--- src/rtl/uart_frame_pkg.sv ---
// Shared constants and parser state encoding for the UART frame parser.
package uart_frame_pkg;

  localparam logic [7:0] SYNC_BYTE = 8'hA5;

  typedef enum logic [1:0] {
    ST_IDLE    = 2'd0,
    ST_LEN     = 2'd1,
    ST_PAYLOAD = 2'd2,
    ST_CHECK   = 2'd3
  } parser_state_t;

endpackage

--- src/rtl/uart_byte_timer.sv ---
// Inter-byte idle timer: counts cycles while enabled; expired_o pulses on
// the LIMIT-th consecutive cycle without a restart.
module uart_byte_timer #(
  parameter int unsigned LIMIT = 4340
) (
  input  logic clk_i,
  input  logic rst_i,
  input  logic restart_i,
  input  logic enable_i,
  output logic expired_o
);

  localparam int unsigned W = $clog2(LIMIT + 1);

  logic [W-1:0] cnt_q;

  // A coinciding restart wins over expiry, so a late byte is still accepted.
  assign expired_o = enable_i && !restart_i && (cnt_q == W'(LIMIT - 1));

  always_ff @(posedge clk_i or posedge rst_i) begin
    if (rst_i) begin
      cnt_q <= '0;
    end else if (restart_i || !enable_i || expired_o) begin
      cnt_q <= '0;
    end else begin
      cnt_q <= cnt_q + W'(1);
    end
  end

endmodule

--- src/rtl/uart_frame_parser.sv ---
// Parses SYNC/LEN/payload/CHK frames from a UART byte stream and forwards payload bytes.
// Optional inter-byte timeout is enabled with macro UART_FRAME_TIMEOUT_EN.
module uart_frame_parser
  import uart_frame_pkg::*;
#(
  parameter int unsigned MAX_LEN      = 16,
  parameter int unsigned TIMEOUT_CLKS = 4340
) (
  input  logic          clk_i,
  input  logic          rst_i,
  input  logic          rx_dv_i,
  input  logic [7:0]    rx_byte_i,
  output logic          pl_dv_o,
  output logic [7:0]    pl_byte_o,
  output logic [7:0]    pl_idx_o,
  output logic          frame_ok_o,
  output logic          frame_err_o,
  output parser_state_t state_o
);

  localparam logic [7:0] MAX_LEN_B = 8'(MAX_LEN);

  parser_state_t state_q, state_d;
  logic [7:0]    sum_q, sum_d;
  logic [7:0]    cnt_q, cnt_d;
  logic [7:0]    len_q, len_d;
  logic          pl_dv_q, pl_dv_d;
  logic [7:0]    pl_byte_q, pl_byte_d;
  logic [7:0]    pl_idx_q, pl_idx_d;
  logic          ok_q, ok_d;
  logic          err_q, err_d;
  logic          timeout_expired;

`ifdef UART_FRAME_TIMEOUT_EN
  uart_byte_timer #(
    .LIMIT (TIMEOUT_CLKS)
  ) u_byte_timer (
    .clk_i     (clk_i),
    .rst_i     (rst_i),
    .restart_i (rx_dv_i),
    .enable_i  (state_q != ST_IDLE),
    .expired_o (timeout_expired)
  );
`else
  logic unused_timeout_cfg;
  assign unused_timeout_cfg = ^32'(TIMEOUT_CLKS);
  assign timeout_expired    = 1'b0;
`endif

  always_comb begin
    state_d   = state_q;
    sum_d     = sum_q;
    cnt_d     = cnt_q;
    len_d     = len_q;
    pl_dv_d   = 1'b0;
    pl_byte_d = pl_byte_q;
    pl_idx_d  = pl_idx_q;
    ok_d      = 1'b0;
    err_d     = 1'b0;

    if (rx_dv_i) begin
      unique case (state_q)
        ST_IDLE: begin
          if (rx_byte_i == SYNC_BYTE) begin
            state_d = ST_LEN;
          end
        end
        ST_LEN: begin
          if ((rx_byte_i == 8'd0) || (rx_byte_i > MAX_LEN_B)) begin
            err_d   = 1'b1;
            state_d = ST_IDLE;
          end else begin
            sum_d   = rx_byte_i;
            len_d   = rx_byte_i;
            cnt_d   = 8'd0;
            state_d = ST_PAYLOAD;
          end
        end
        ST_PAYLOAD: begin
          pl_dv_d   = 1'b1;
          pl_byte_d = rx_byte_i;
          pl_idx_d  = cnt_q;
          sum_d     = sum_q + rx_byte_i;
          cnt_d     = cnt_q + 8'd1;
          if (cnt_q == len_q - 8'd1) begin
            state_d = ST_CHECK;
          end
        end
        ST_CHECK: begin
          if (8'(sum_q + rx_byte_i) == 8'd0) begin
            ok_d = 1'b1;
          end else begin
            err_d = 1'b1;
          end
          sum_d   = 8'd0;
          cnt_d   = 8'd0;
          state_d = ST_IDLE;
        end
        default: state_d = ST_IDLE;
      endcase
    end else if (timeout_expired) begin
      err_d   = 1'b1;
      sum_d   = 8'd0;
      cnt_d   = 8'd0;
      state_d = ST_IDLE;
    end
  end

  // Reset drops any frame in flight without an error pulse.
  always_ff @(posedge clk_i or posedge rst_i) begin
    if (rst_i) begin
      state_q   <= ST_IDLE;
      sum_q     <= 8'd0;
      cnt_q     <= 8'd0;
      len_q     <= 8'd0;
      pl_dv_q   <= 1'b0;
      pl_byte_q <= 8'd0;
      pl_idx_q  <= 8'd0;
      ok_q      <= 1'b0;
      err_q     <= 1'b0;
    end else begin
      state_q   <= state_d;
      sum_q     <= sum_d;
      cnt_q     <= cnt_d;
      len_q     <= len_d;
      pl_dv_q   <= pl_dv_d;
      pl_byte_q <= pl_byte_d;
      pl_idx_q  <= pl_idx_d;
      ok_q      <= ok_d;
      err_q     <= err_d;
    end
  end

  assign pl_dv_o     = pl_dv_q;
  assign pl_byte_o   = pl_byte_q;
  assign pl_idx_o    = pl_idx_q;
  assign frame_ok_o  = ok_q;
  assign frame_err_o = err_q;
  assign state_o     = state_q;

endmodule

--- config.mk ---
export PLATFORM = sky130hd
export DESIGN_NAME = uart_frame_parser
export DESIGN_NICKNAME = d
export VERILOG_FILES = /design/src/rtl/uart_frame_pkg.sv /design/src/rtl/uart_byte_timer.sv /design/src/rtl/uart_frame_parser.sv
export SDC_FILE = /design/constraint.sdc
export NUM_CORES = 1
export LEC_CHECK = 0
export CAP_MARGIN = 20
export CORE_MARGIN = 10
export CORE_UTILIZATION = 50
export DETAILED_ROUTE_END_ITERATION = 12
export PLACE_DENSITY = 0.84
export SKIP_CTS_REPAIR_TIMING = 1
export SYNTH_ARGS = -nofsm -noshare
export SYNTH_HDL_FRONTEND = slang
export SYNTH_SLANG_ARGS = --single-unit
--- constraint.sdc ---
create_clock -name clk_i -period 3.3 [get_ports clk_i]
set_clock_uncertainty 0.2 [all_clocks]
set_input_delay 0.495 -clock clk_i [delete_from_list [all_inputs] [get_ports clk_i]]
set_output_delay 0.495 -clock clk_i [all_outputs]
set_load 0.02 [all_outputs]
### Word level (Yosys, flattened, before mapping)

Cells that the tools add are included.
W data, S select, Z words.

* $add $sub $neg: 3
* eq/ne operators: 8
* bitwise gates (word level): 1
* reduce and logical (&&, ||, !) cells: 9
* magnitude comparators: 1
* div/mod/pow operators: 0
* multiplexer cells: 17
* shifts and indexed selects: 0
* multiply operators: 0

Operator list (count)
* $pmux W8 S3: 2
* $logic_not A8 Y1: 2
* $mux W8: 2
* $reduce_and A3 Y1: 3
* $add A8 B1 Y8 const B: 1
* $add A8 B8 Y8: 1
* $eq A8 B8 Y1: 1
* $eq A8 B8 Y1 const B: 1
* $gt A8 B5 Y1 const B: 1
* $mux W1: 8
* $pmux W2 S4: 1
* $sub A8 B1 Y8 const B: 1
* $mux W2: 3
* $ne A2 B2 Y1 const B: 3
* $eq A2 B2 Y1 const B: 2
* $reduce_bool A3 Y1: 1
* $eq A2 B1 Y1 const B: 1
* $logic_not A2 Y1: 1
* $pmux W1 S2: 1
* $reduce_and A2 Y1: 1
* $logic_or A1 B1 Y1: 1
* $not A1 Y1: 1

* input bits: 11
* bits in read-only memories: 0
* bits in registers: 45
* latch bits: 0
* memories: 0
* word-level logic and storage cells: 48
* memory bits (writable): 0

### Depth between registers and ports, before layout

Gate-level depths: netlist (run 1).

* depth in word-level cells: 5
* mapped depth: 7
* mapped depth without buffers: 7

### Least setup slack after synthesis (run 1)

No wires, ideal clock.

* kind: in2reg
* start: input rx_byte_i[0]
* end: register ok_q, in the netlist frame_ok_o
* buffers on the path: 0
* slack: 0.779 ns
* data required time: 2.980 ns
* setup time: 0.120 ns
* data arrival time: 2.201 ns
* cell stages on the path: 7
* cells stage by stage: ha_1 fa_1 a211o_1 a2111o_1 o311ai_0 nor4_1 and4_1

* cells in the longest elaborated chain, start to end: 5

Ends and longest elaborated chain
* from (decl): RTL line uart_frame_parser.sv:12 `input logic [7:0] rx_byte_i,`
* $add A8 B8 Y8: RTL line uart_frame_parser.sv:90 `if (8'(sum_q + rx_byte_i) == 8'd0) begin`
* $logic_not A8 Y1: RTL line uart_frame_parser.sv:90
* $mux W1: RTL line uart_frame_parser.sv:90
* $mux W1: RTL line uart_frame_parser.sv:62 `unique case (state_q)`
* $mux W1: RTL line uart_frame_parser.sv:61 `if (rx_dv_i) begin`
* via ok_d: RTL line uart_frame_parser.sv:30 `logic ok_q, ok_d;`
* to (signal assigned): RTL line uart_frame_parser.sv:129 `ok_q <= ok_d;`
* to (decl): RTL line uart_frame_parser.sv:30

The timed path passes the listed nets, and every way through them passes these cells.
A chain may end at the register's enable or synchronous reset.

### Worst setup path after layout (run 1)

Ends and elaborated chain as after synthesis.

==> results.py, run 1 <==
metrics = {
    "grt": {
        "number_of_antenna_violations_at_the_first_check_in_global_routing": 0,
        "first_global_vias": 1928,
        "grt_first_pass_wirelength_mm": 9.03,
        "largest_net_degree_at_the_start_of_global_routing": 46,
        "grt.total_usage": 0.144,
        "global_route.overflow_total": 0,
    },
    "floorplan": {
        "rows": 25,
        "floorplan.initialDensity": 0.509,
        "die-area_um2": 7900,
        "floorplan.core_area_um2": 4660,
        "die_h_um": 88.9,
        "io_pins": 32,
        "die-width_um": 88.9,
    },
    "cts": {
        "clock_tree.htree_level_count": 2,
        "numClockSinks": 45,
        "clk_root_buffer_cell": "clkbuf_8",
        "clock_tree.buffer_depth": 2,
        "cts_buffers": 5,
        "cts.clk_slew.worst_paths_ns": 0.08,
        "insertion_delay_ns": 0.29,
        "cts_tree": "built",
    },
    "place": {
        "placement.io_buffers": 31,
        "place.detailed.instances": 330,
        "place.detailed.hpwl_mm": 4.04,
        "gp_congestion": 0.939,
    },
    "worst_setup_path": {
        "timing.critical_path.required_ns": 3.33,
        "critPathCaptureType": "register",
        "critPathMaxFanout": 3,
        "critical_path_at_ns": 2.92,
        "worstSetupStartpointType": "input port",
        "worst-setup-path-type": "input port to register",
        "worstPathCellList": "clkdlybuf4s50_1, ha_1, fa_1, a211o_1, a21oi_1, o311ai_0, nor4_1, and4_1",
        "worstPathBufferInverterCount": 1,
        "cp_slowest_cell": "nor4_1",
        "longest_individual_stage_delay_on_the_worst_path_ns": 0.48,
        "r2r_setup_slack_ns": 0.68,
        "critical-path-top-delay-family": "simple AND/OR/NAND/NOR gates",
    },
    "detailed_routing": {
        "routed_wirelength_mm": 5.43,
        "average_wire_per_cell_in_the_routed_design_um": 16.1,
        "detailroute.via_count": 1951,
        "via_per_inst": 5.77,
        "drc": 0,
        "final_antenna_net_count": 0,
        "drtIter0Drc": 105,
        "drtPass1Iterations": 4,
    },
    "logic_synthesis": {
        "synth_enable_flop_cells": 0,
        "synth.distinct_cells": 46,
        "count_of_synthesis_stage_warnings_from_yosys": 0,
        "synth.yosys.seq_area_share": 0.475,
        "post_synth_most_frequent_cells": "nand2_1 (48), dfrtp_1 (45), o21ai_0 (17)",
        "syn_area_um2": 2370,
        "postSynthCellCount": 244,
        "syn-num-nets": 265,
        "synth_top_flop_cell": "dfrtp_1",
        "post-synth-top-count-cell": "nand2_1",
        "largest_area_contributor_in_the_netlist": "dfrtp_1",
        "ffs_w_async_s_r_synth": 1.00,
        "avgSynthCellArea_um2": 9.72,
        "synth.top_cell.area_share": 0.475,
        "synth.area.top_cells": "dfrtp_1 (47%), nand2_1 (7.6%), xnor2_1 (5.2%)",
        "yosys_register_bits": 45,
    },
    "status": {
        "run_status": "finished clean",
    },
    "sta": {
        "grt_setup_unrepaired": "no",
        "setup_total_negative_slack_ns": 0,
        "worst_pin_slew_ns": 0.570,
        "maxClockFrequency_mhz": 346,
        "timing.final.setup_violations": 0,
        "worst_slew_margin_rel": 0.620,
        "finalHoldViolations": 0,
        "post-route-min-period_ns": 2.89,
        "slew_viol_final": 0,
        "fin_crit_sh": 0.877,
        "final.hold.worst_slack_ns": 0.277,
    },
    "min_path": {
        "timing.hold.worst.class": "register to register",
    },
    "layout": {
        "register_area_um2": 1130,
        "post_route_cells_drive_above_1_share": 0.0951,
        "final_cell_count_no_fill": 338,
        "finish.net_count": 304,
        "n_antenna_cell": 0,
        "final.fill_count": 382,
        "multi_input_area_um2": 1170,
        "layout-area-overhead-vs-synth_pct": 20.6,
    },
    "power_and_ir_drop": {
        "max_rail_drop_vdd_mv": 0.337,
        "p_sw_frac": 0.367,
        "power_report.internal_total_mw": 1.15,
        "powerDensity_nw_per_um2": 636,
        "clock_power_share": 0.179,
        "combinationalPowerShare": 0.396,
        "power.static_leakage_nw": 1.30,
        "switching_power_summed_over_all_nets_mw": 0.667,
        "share_seq_of_total_power": 0.425,
    },
    "run": {
        "maxCapViolCount": 0,
    },
}
path summary, 6_finish.rpt:
kind	depth (start not counted)	to	start
setup / recovery	8	frame_ok_o	rx_byte_i[0]
hold / removal	2	pl_byte_o[1]	pl_byte_o[1]
setup reg to reg	7	frame_ok_o	sum_q[0]
hold reg to reg	2	pl_byte_o[1]	pl_byte_o[1]
max in group asynchronous	3	sum_q[5]	rst_i
min in group asynchronous	3	pl_dv_o	rst_i
logic make-up (layout without fill, tap and decap cells):
group / after synthesis / count (layout) / share of synthesized area
AOI/OAI and AO/OA: 52 / 52 / 0.142
xor gates and xnor gates: 19 / 19 / 0.0701
adders and majority gates: 10 / 10 / 0.0559
buffers and inverters: 19 / 59 / 0.0306
DFF: 45 / 45 / 0.475
muxes: 9 / 9 / 0.0427
and+or+nand+nor: 90 / 90 / 0.184
state kept, by name, summed over array words and instances, names as in the netlist, named ones only:
register,count
cnt_q,8
frame_err_o,1
frame_ok_o,1
len_q,8
pl_byte_o,8
pl_dv_o,1
pl_idx_o,8
state_o,1
sum_q,8
per-layer routing:
layer | part of all wire | up-vias | global-route usage
li1 | - | 941 | -
met3 | 0.046 | 8 | 0.0322
met2 | 0.49 | 39 | 0.243
met5 | 0 | - | 0
met4 | 0.012 | 0 | 0.0514
met1 | 0.45 | 963 | 0.174
tightest hold or removal path, delay by kind of cell (launching register included):
family        cells  cell delay [ns]
flops             1             0.35
simple gates      2             0.10
layout by cell type (no fill, tap or decap), types with 3 or more instances in the layout:
master | netlist | routed
nand2_1 | 48 | 48
dfrtp_1 | 45 | 45
clkdlybuf4s50_1 | 0 | 31
o21ai_0 | 17 | 17
xnor2_1 | 14 | 14
inv_1 | 12 | 11
a21oi_1 | 11 | 11
mux2_2 | 9 | 9
ha_1 | 9 | 9
nor2_1 | 8 | 8
buf_4 | 0 | 7
and2_1 | 5 | 5
nand3_1 | 5 | 5
o31ai_1 | 5 | 5
xor2_1 | 5 | 5
clkbuf_8 | 0 | 5
nor4_1 | 4 | 4
or4_1 | 3 | 3
nand4_1 | 3 | 3
a22oi_1 | 3 | 3
power by group through the flow:
stage / clock, mW / combinational, mW / sequential, mW
floorplan: 0 / 0.474 / 0.804
global placement: 0 / 0.703 / 0.778
detailed placement: 0 / 0.720 / 0.785
CTS: 0.337 / 0.724 / 0.774
global route: 0.359 / 0.808 / 0.790
finish: 0.326 / 0.720 / 0.774
layout make-up:
class                           instances  share of cell area
Inverter                               13              0.0171
Tap cell                               54              0.0236
Sequential cell                        45               0.394
Multi-Input combinational cell        180               0.410
Timing Repair Buffer                   38               0.127
Clock inverter                          2             0.00350
Clock buffer                            6              0.0254
per-stage QoR:
stage | total power, mW | area (µm²) | worst slack [ns] | util
6_report | 1.82 | 2860 | 0.406 | 0.614
5_1_grt | 1.96 | 2860 | 0.329 | 0.614
4_1_cts | 1.83 | 2860 | 0.465 | 0.614
3_5_place_dp | 1.50 | 2780 | 0.165 | 0.596
3_3_place_gp | 1.48 | 2780 | 0.222 | 0.596
2_1_floorplan | 1.28 | 2370 | 0.779 | -
Power figures use the tool's default switching activity.
==> run 2: changes to the inputs <==
--- a/config.mk
+++ b/config.mk
@@ -9,7 +9,8 @@
 export CORE_MARGIN = 10
 export CORE_UTILIZATION = 50
 export DETAILED_ROUTE_END_ITERATION = 12
-export PLACE_DENSITY = 0.84
+export MAX_ROUTING_LAYER = met4
+export PLACE_DENSITY = 0.76
 export SKIP_CTS_REPAIR_TIMING = 1
 export SYNTH_ARGS = -nofsm -noshare
 export SYNTH_HDL_FRONTEND = slang
==> constraint.sdc (replaced) <==
create_clock -name clk_i -period 2.89 [get_ports clk_i]
set_clock_uncertainty 0.2 [all_clocks]
set_input_delay 0.4335 -clock clk_i [delete_from_list [all_inputs] [get_ports clk_i]]
set_output_delay 0.4335 -clock clk_i [all_outputs]
set_load 0.02 [all_outputs]
==> run 2 against run 1 <==
Net effect: first-iteration DRC count down 9.5%; total power is 22% higher; register-to-register slack lost 0.29 ns; die area stayed put; core utilization up 2.2 points; non-clock buffer count up 9; final area up 3.6%; worst setup slack got worse by 0.22 ns; critical path depth is the same; worst hold slack improved by 0.0079 ns; sequential share of layout area is 1.4 points lower; largest cell class unchanged.
==> results.py, run 2 (synthesis gave the netlist of run 1 again) <==
metrics = {
    "power_and_ir_drop": {
        "powerDensity_nw_per_um2": 749,
        "final_total_power_mw": 2.22,
        "p_sw_frac": 0.352,
        "switching_power_summed_over_all_nets_mw": 0.783,
        "power.static_leakage_nw": 1.35,
        "power_report.internal_total_mw": 1.44,
        "clock_power_share": 0.222,
        "combinationalPowerShare": 0.379,
        "share_seq_of_total_power": 0.399,
        "max_rail_drop_vdd_mv": 0.460,
    },
    "place": {
        "placement.io_buffers": 31,
        "place.detailed.instances": 339,
        "place.detailed.hpwl_mm": 4.28,
        "dp_worst_setup_slack_ns": -0.227,
        "gp_congestion": 0.909,
    },
    "floorplan": {
        "rows": 25,
        "floorplan.core_area_um2": 4660,
        "floorplan.initialDensity": 0.509,
        "io_pins": 32,
        "die-area_um2": 7900,
        "die-width_um": 88.9,
        "die_h_um": 88.9,
    },
    "worst_setup_path": {
        "worstPathBufferInverterCount": 1,
        "r2r_setup_slack_ns": 0.39,
        "worstPathCellList": "clkdlybuf4s50_1, ha_1, fa_2, a211o_1, a21oi_1, o311ai_0, nor4_1, and4_1",
        "cp_slowest_cell": "clkdlybuf4s50_1",
        "longest_individual_stage_delay_on_the_worst_path_ns": 0.43,
        "critPathMaxFanout": 3,
        "timing.critical_path.required_ns": 2.93,
        "worst-setup-path-type": "input port to register",
        "critPathCaptureType": "register",
        "critical-path-top-delay-family": "simple AND/OR/NAND/NOR gates",
        "worstSetupStartpointType": "input port",
        "critical_path_at_ns": 2.74,
    },
    "layout": {
        "post_route_cells_drive_above_1_share": 0.126,
        "final_cell_count_no_fill": 347,
        "finish.net_count": 313,
        "layout_common_cells": "nand2_1 (48), dfrtp_1 (45), clkdlybuf4s50_1 (31)",
        "most_common_cell_after_layout_fill_and_taps_aside": "nand2_1",
        "layout-area-overhead-vs-synth_pct": 25.0,
        "n_antenna_cell": 0,
        "finalCoreUtilization": 0.636,
    },
    "cts": {
        "cts.clk_slew.worst_paths_ns": 0.08,
        "numClockSinks": 45,
        "clock_tree.htree_level_count": 2,
        "cts_tree": "built",
        "insertion_delay_ns": 0.30,
        "clk_root_buffer_cell": "clkbuf_8",
        "clock_tree.buffer_depth": 2,
        "cts_buffers": 5,
    },
    "sta": {
        "slew_viol_final": 0,
        "finalHoldViolations": 0,
        "setup_total_negative_slack_ns": 0,
        "worst_pin_slew_ns": 0.552,
        "worst_slack_ns": 0.183,
        "maxClockFrequency_mhz": 369,
        "timing.final.setup_violations": 0,
        "fin_crit_sh": 0.937,
        "grt_setup_unrepaired": "no",
        "worst_slew_margin_rel": 0.632,
        "post-route-min-period_ns": 2.71,
    },
    "status": {
        "run_status": "finished clean",
    },
    "detailed_routing": {
        "detailroute.via_count": 1984,
        "via_per_inst": 5.72,
        "average_wire_per_cell_in_the_routed_design_um": 16.4,
        "drc": 0,
        "final_antenna_net_count": 0,
        "routed_wirelength_mm": 5.70,
        "drtPass1Iterations": 4,
        "drtIter0Drc": 95,
    },
    "min_path": {
        "timing.hold.worst.class": "register to register",
    },
    "grt": {
        "first_global_vias": 2092,
        "largest_net_degree_at_the_start_of_global_routing": 46,
        "number_of_antenna_violations_at_the_first_check_in_global_routing": 0,
        "grt_first_pass_wirelength_mm": 9.99,
        "global_route.overflow_total": 0,
        "grt.total_usage": 0.166,
    },
    "run": {
        "maxCapViolCount": 0,
    },
}
-- run 2: changes by cell type in the layout (fill, tap and decap cells not counted), sizes merged --
cell    previous run  this run
buf                7        16
bufinv             0         1
clkbuf             6         7
clkinv             4         2
-- run 2: power groups by stage --
stage	clock [mW]	sequential (mW)	combinational [mW]
3_3_place_gp	0	0.889	0.813
2_1_floorplan	0	0.918	0.541
4_1_cts	0.506	0.886	0.844
3_5_place_dp	0	0.898	0.835
6_report	0.494	0.885	0.842
5_1_grt	0.532	0.906	0.946
-- run 2: area by class of cell --
class	instances	area (µm²)
fillers	398	1700
multi-input cells	180	1180
flip-flops and latches	45	1130
repair buffers	47	430
clock buffers	7	86.3
well taps	54	67.6
inverters	13	48.8
clock inverters	1	30.0
-- run 2: routing by layer --
| metal | GRT usage | wire length, µm | up-vias |
|---|---|---|---|
| li1 | - | - | 956 |
| met1 | 0.191 | 2500 | 973 |
| met2 | 0.273 | 2860 | 43 |
| met3 | 0.0405 | 209 | 12 |
| met4 | 0.0631 | 129 | 0 |
| met5 | - | 0 | - |
-- run 2: per-stage QoR --
step | hold slack (ns) | instance area [µm²]
6_report | 0.285 | 2970
5_1_grt | 0.306 | 2970
3_5_place_dp | 0.268 | 2850
2_1_floorplan | 0.253 | 2370
4_1_cts | 0.288 | 2960
3_3_place_gp | 0.259 | 2850
-- run 2: worst paths after layout --
path | from | to | depth (start not counted)
setup reg to reg | sum_q[0] | frame_ok_o | 7
hold / removal | pl_byte_o[3] | pl_byte_o[3] | 2
max in group asynchronous | rst_i | sum_q[5] | 3
setup / recovery | rx_byte_i[0] | frame_ok_o | 8
min in group asynchronous | rst_i | pl_idx_o[2] | 3
hold reg to reg | pl_byte_o[3] | pl_byte_o[3] | 2
-- run 2: worst min-delay path: cells and delay by family, from the launching register on --
family	cells	cell delay, ns
and+or+nand+nor	2	0.10
DFF	1	0.35
==> run 3: changes to the inputs <==
--- a/config.mk
+++ b/config.mk
@@ -6,6 +6,7 @@
 export NUM_CORES = 1
 export LEC_CHECK = 0
 export CAP_MARGIN = 20
+export CORE_ASPECT_RATIO = 1.2
 export CORE_MARGIN = 10
 export CORE_UTILIZATION = 50
 export DETAILED_ROUTE_END_ITERATION = 12
==> run 3 against run 2 <==
Net effect: sequential power barely moved; worst setup slack got worse by 0.087 ns; largest power group unchanged; final area fell by 1.6%; cell count rose by 0.58%; critical path depth did not move; non-clock buffer count fell by 2; count of clock-buffer cells in the layout fell by 1; register-to-register slack got worse by 0.08 ns; highest routed layer unchanged.
==> results.py, run 3 (synthesis gave the netlist of run 1 again) <==
metrics = {
    "layout": {
        "n_antenna_cell": 0,
        "layout_common_cells": "nand2_1 (48), dfrtp_1 (45), clkdlybuf4s50_1 (31)",
        "post_route_cells_drive_above_1_share": 0.117,
        "multi_input_area_um2": 1170,
        "register_area_um2": 1130,
        "final_cell_count_no_fill": 349,
        "finish.net_count": 311,
        "finalInstanceArea_um2": 2920,
        "most_common_cell_after_layout_fill_and_taps_aside": "nand2_1",
        "final.fill_count": 413,
        "layout-area-overhead-vs-synth_pct": 23.0,
        "finalCoreUtilization": 0.635,
    },
    "min_path": {
        "timing.hold.worst.class": "register to register",
        "hold-path-endpoint": "pl_byte_o[3]",
        "timing.hold.worst_path_depth": 2,
        "timing.hold.worst.start": "pl_byte_o[3]",
    },
    "cts": {
        "insertion_delay_ns": 0.31,
        "cts.clk_slew.worst_paths_ns": 0.08,
        "clock_tree.buffer_depth": 2,
        "clock_tree.htree_level_count": 2,
        "clk_root_buffer_cell": "clkbuf_8",
        "cts_buffers": 5,
        "cts_tree": "built",
        "numClockSinks": 45,
    },
    "worst_setup_path": {
        "critPathMaxFanout": 3,
        "r2r-end": "frame_ok_o",
        "r2r_setup_slack_ns": 0.31,
        "critical_path_at_ns": 2.84,
        "worst-setup-path-type": "input port to register",
        "reg2regPathDepth": 7,
        "critical_path.reg2reg.startpoint": "sum_q[0]",
        "critPathCaptureType": "register",
        "timing.critical_path.required_ns": 2.93,
        "worstSetupStartpointType": "input port",
    },
    "detailed_routing": {
        "drtPass1Iterations": 4,
        "via_per_inst": 5.54,
        "average_wire_per_cell_in_the_routed_design_um": 16.0,
        "final_antenna_net_count": 0,
        "drc": 0,
        "detailroute.via_count": 1933,
        "routed_wirelength_mm": 5.60,
        "drtIter0Drc": 126,
    },
    "floorplan": {
        "floorplan.core_area_um2": 4590,
        "io_pins": 32,
        "die-width_um": 82.9,
        "die-area_um2": 7910,
        "floorplan.initialDensity": 0.516,
        "die_h_um": 95.5,
        "rows": 27,
    },
    "sta": {
        "maxClockFrequency_mhz": 358,
        "slew_viol_final": 0,
        "timing.final.setup_violations": 0,
        "worst_pin_slew_ns": 0.571,
        "grt_setup_unrepaired": "no",
        "worst_slew_margin_rel": 0.620,
        "post-route-min-period_ns": 2.79,
        "fin_crit_sh": 0.967,
        "finalHoldViolations": 0,
    },
    "power_and_ir_drop": {
        "max_rail_drop_vdd_mv": 0.413,
        "powerDensity_nw_per_um2": 720,
        "power.static_leakage_nw": 1.33,
    },
    "status": {
        "run_status": "finished clean",
    },
    "run": {
        "maxCapViolCount": 0,
    },
    "place": {
        "placedInstanceArea_um2": 2840,
        "gp_congestion": 0.956,
        "placement.io_buffers": 31,
        "place.detailed.hpwl_mm": 4.21,
        "place.detailed.instances": 341,
    },
    "grt": {
        "grt.total_usage": 0.149,
        "number_of_antenna_violations_at_the_first_check_in_global_routing": 0,
        "grt_first_pass_wirelength_mm": 9.44,
        "global_route.overflow_total": 0,
        "first_global_vias": 1968,
        "largest_net_degree_at_the_start_of_global_routing": 46,
    },
}
run 3: cell types whose count changed in the layout (fill, tap and decap cells not counted), sizes merged:
cell    before  now
clkbuf       7    6
bufinv       1    0
buf         16   14
clkinv       2    4
run 3: per-stage QoR:
step	setup slack, ns	TNS (ns)	hold slack (ns)	power [mW]
6_report	0.0964	0	0.284	2.10
5_1_grt	0.00849	0	0.309	2.26
4_1_cts	0.0738	0	0.290	2.11
3_5_place_dp	-0.230	-0.470	0.263	1.73
3_3_place_gp	-0.170	-0.312	0.261	1.71
2_1_floorplan	0.430	0	0.253	1.46
run 3: layout make-up:
| type | count | share of cell area |
|---|---|---|
| multi-input cells | 180 | 0.402 |
| flip-flops and latches | 45 | 0.386 |
| repair buffers | 45 | 0.142 |
| clock buffers | 6 | 0.0249 |
| well taps | 58 | 0.0249 |
| inverters | 13 | 0.0167 |
| clock inverters | 2 | 0.00343 |
run 3: layer usage:
layer	GRT usage	wire, µm	vias to the layer above
li1	-	-	950
met1	0.163	2400	936
met2	0.259	2870	40
met3	0.0333	223	7
met4	0.0554	99	0
met5	-	0	-
run 3: power breakdown:
group          total (mW)  internal, mW  switching [mW]
clock               0.387         0.168           0.219
combinational       0.831         0.397           0.433
sequential          0.883         0.762           0.121
total                2.10          1.33           0.774
run 3: worst max-delay path by stage:
stage	startpoint	slack, ns	endpoint	cells past startpoint
4_1_cts	rx_byte_i[0]	0.07	frame_ok_o	8
2_1_floorplan	rx_byte_i[0]	0.43	frame_ok_o	7
3_5_place_dp	rx_byte_i[0]	-0.23	frame_ok_o	8
6_report	rx_byte_i[0]	0.1	frame_ok_o	8
5_1_grt	rx_byte_i[0]	0.008	frame_ok_o	8
3_3_place_gp	rx_byte_i[0]	-0.17	frame_ok_o	8
run 3: critical path, cell delays in order:
cell	delay, ns
clkdlybuf4s50_1	0.43
ha_1	0.24
fa_1	0.41
a211o_1	0.35
a21oi_1	0.13
o311ai_0	0.16
nor4_1	0.43
and4_1	0.25
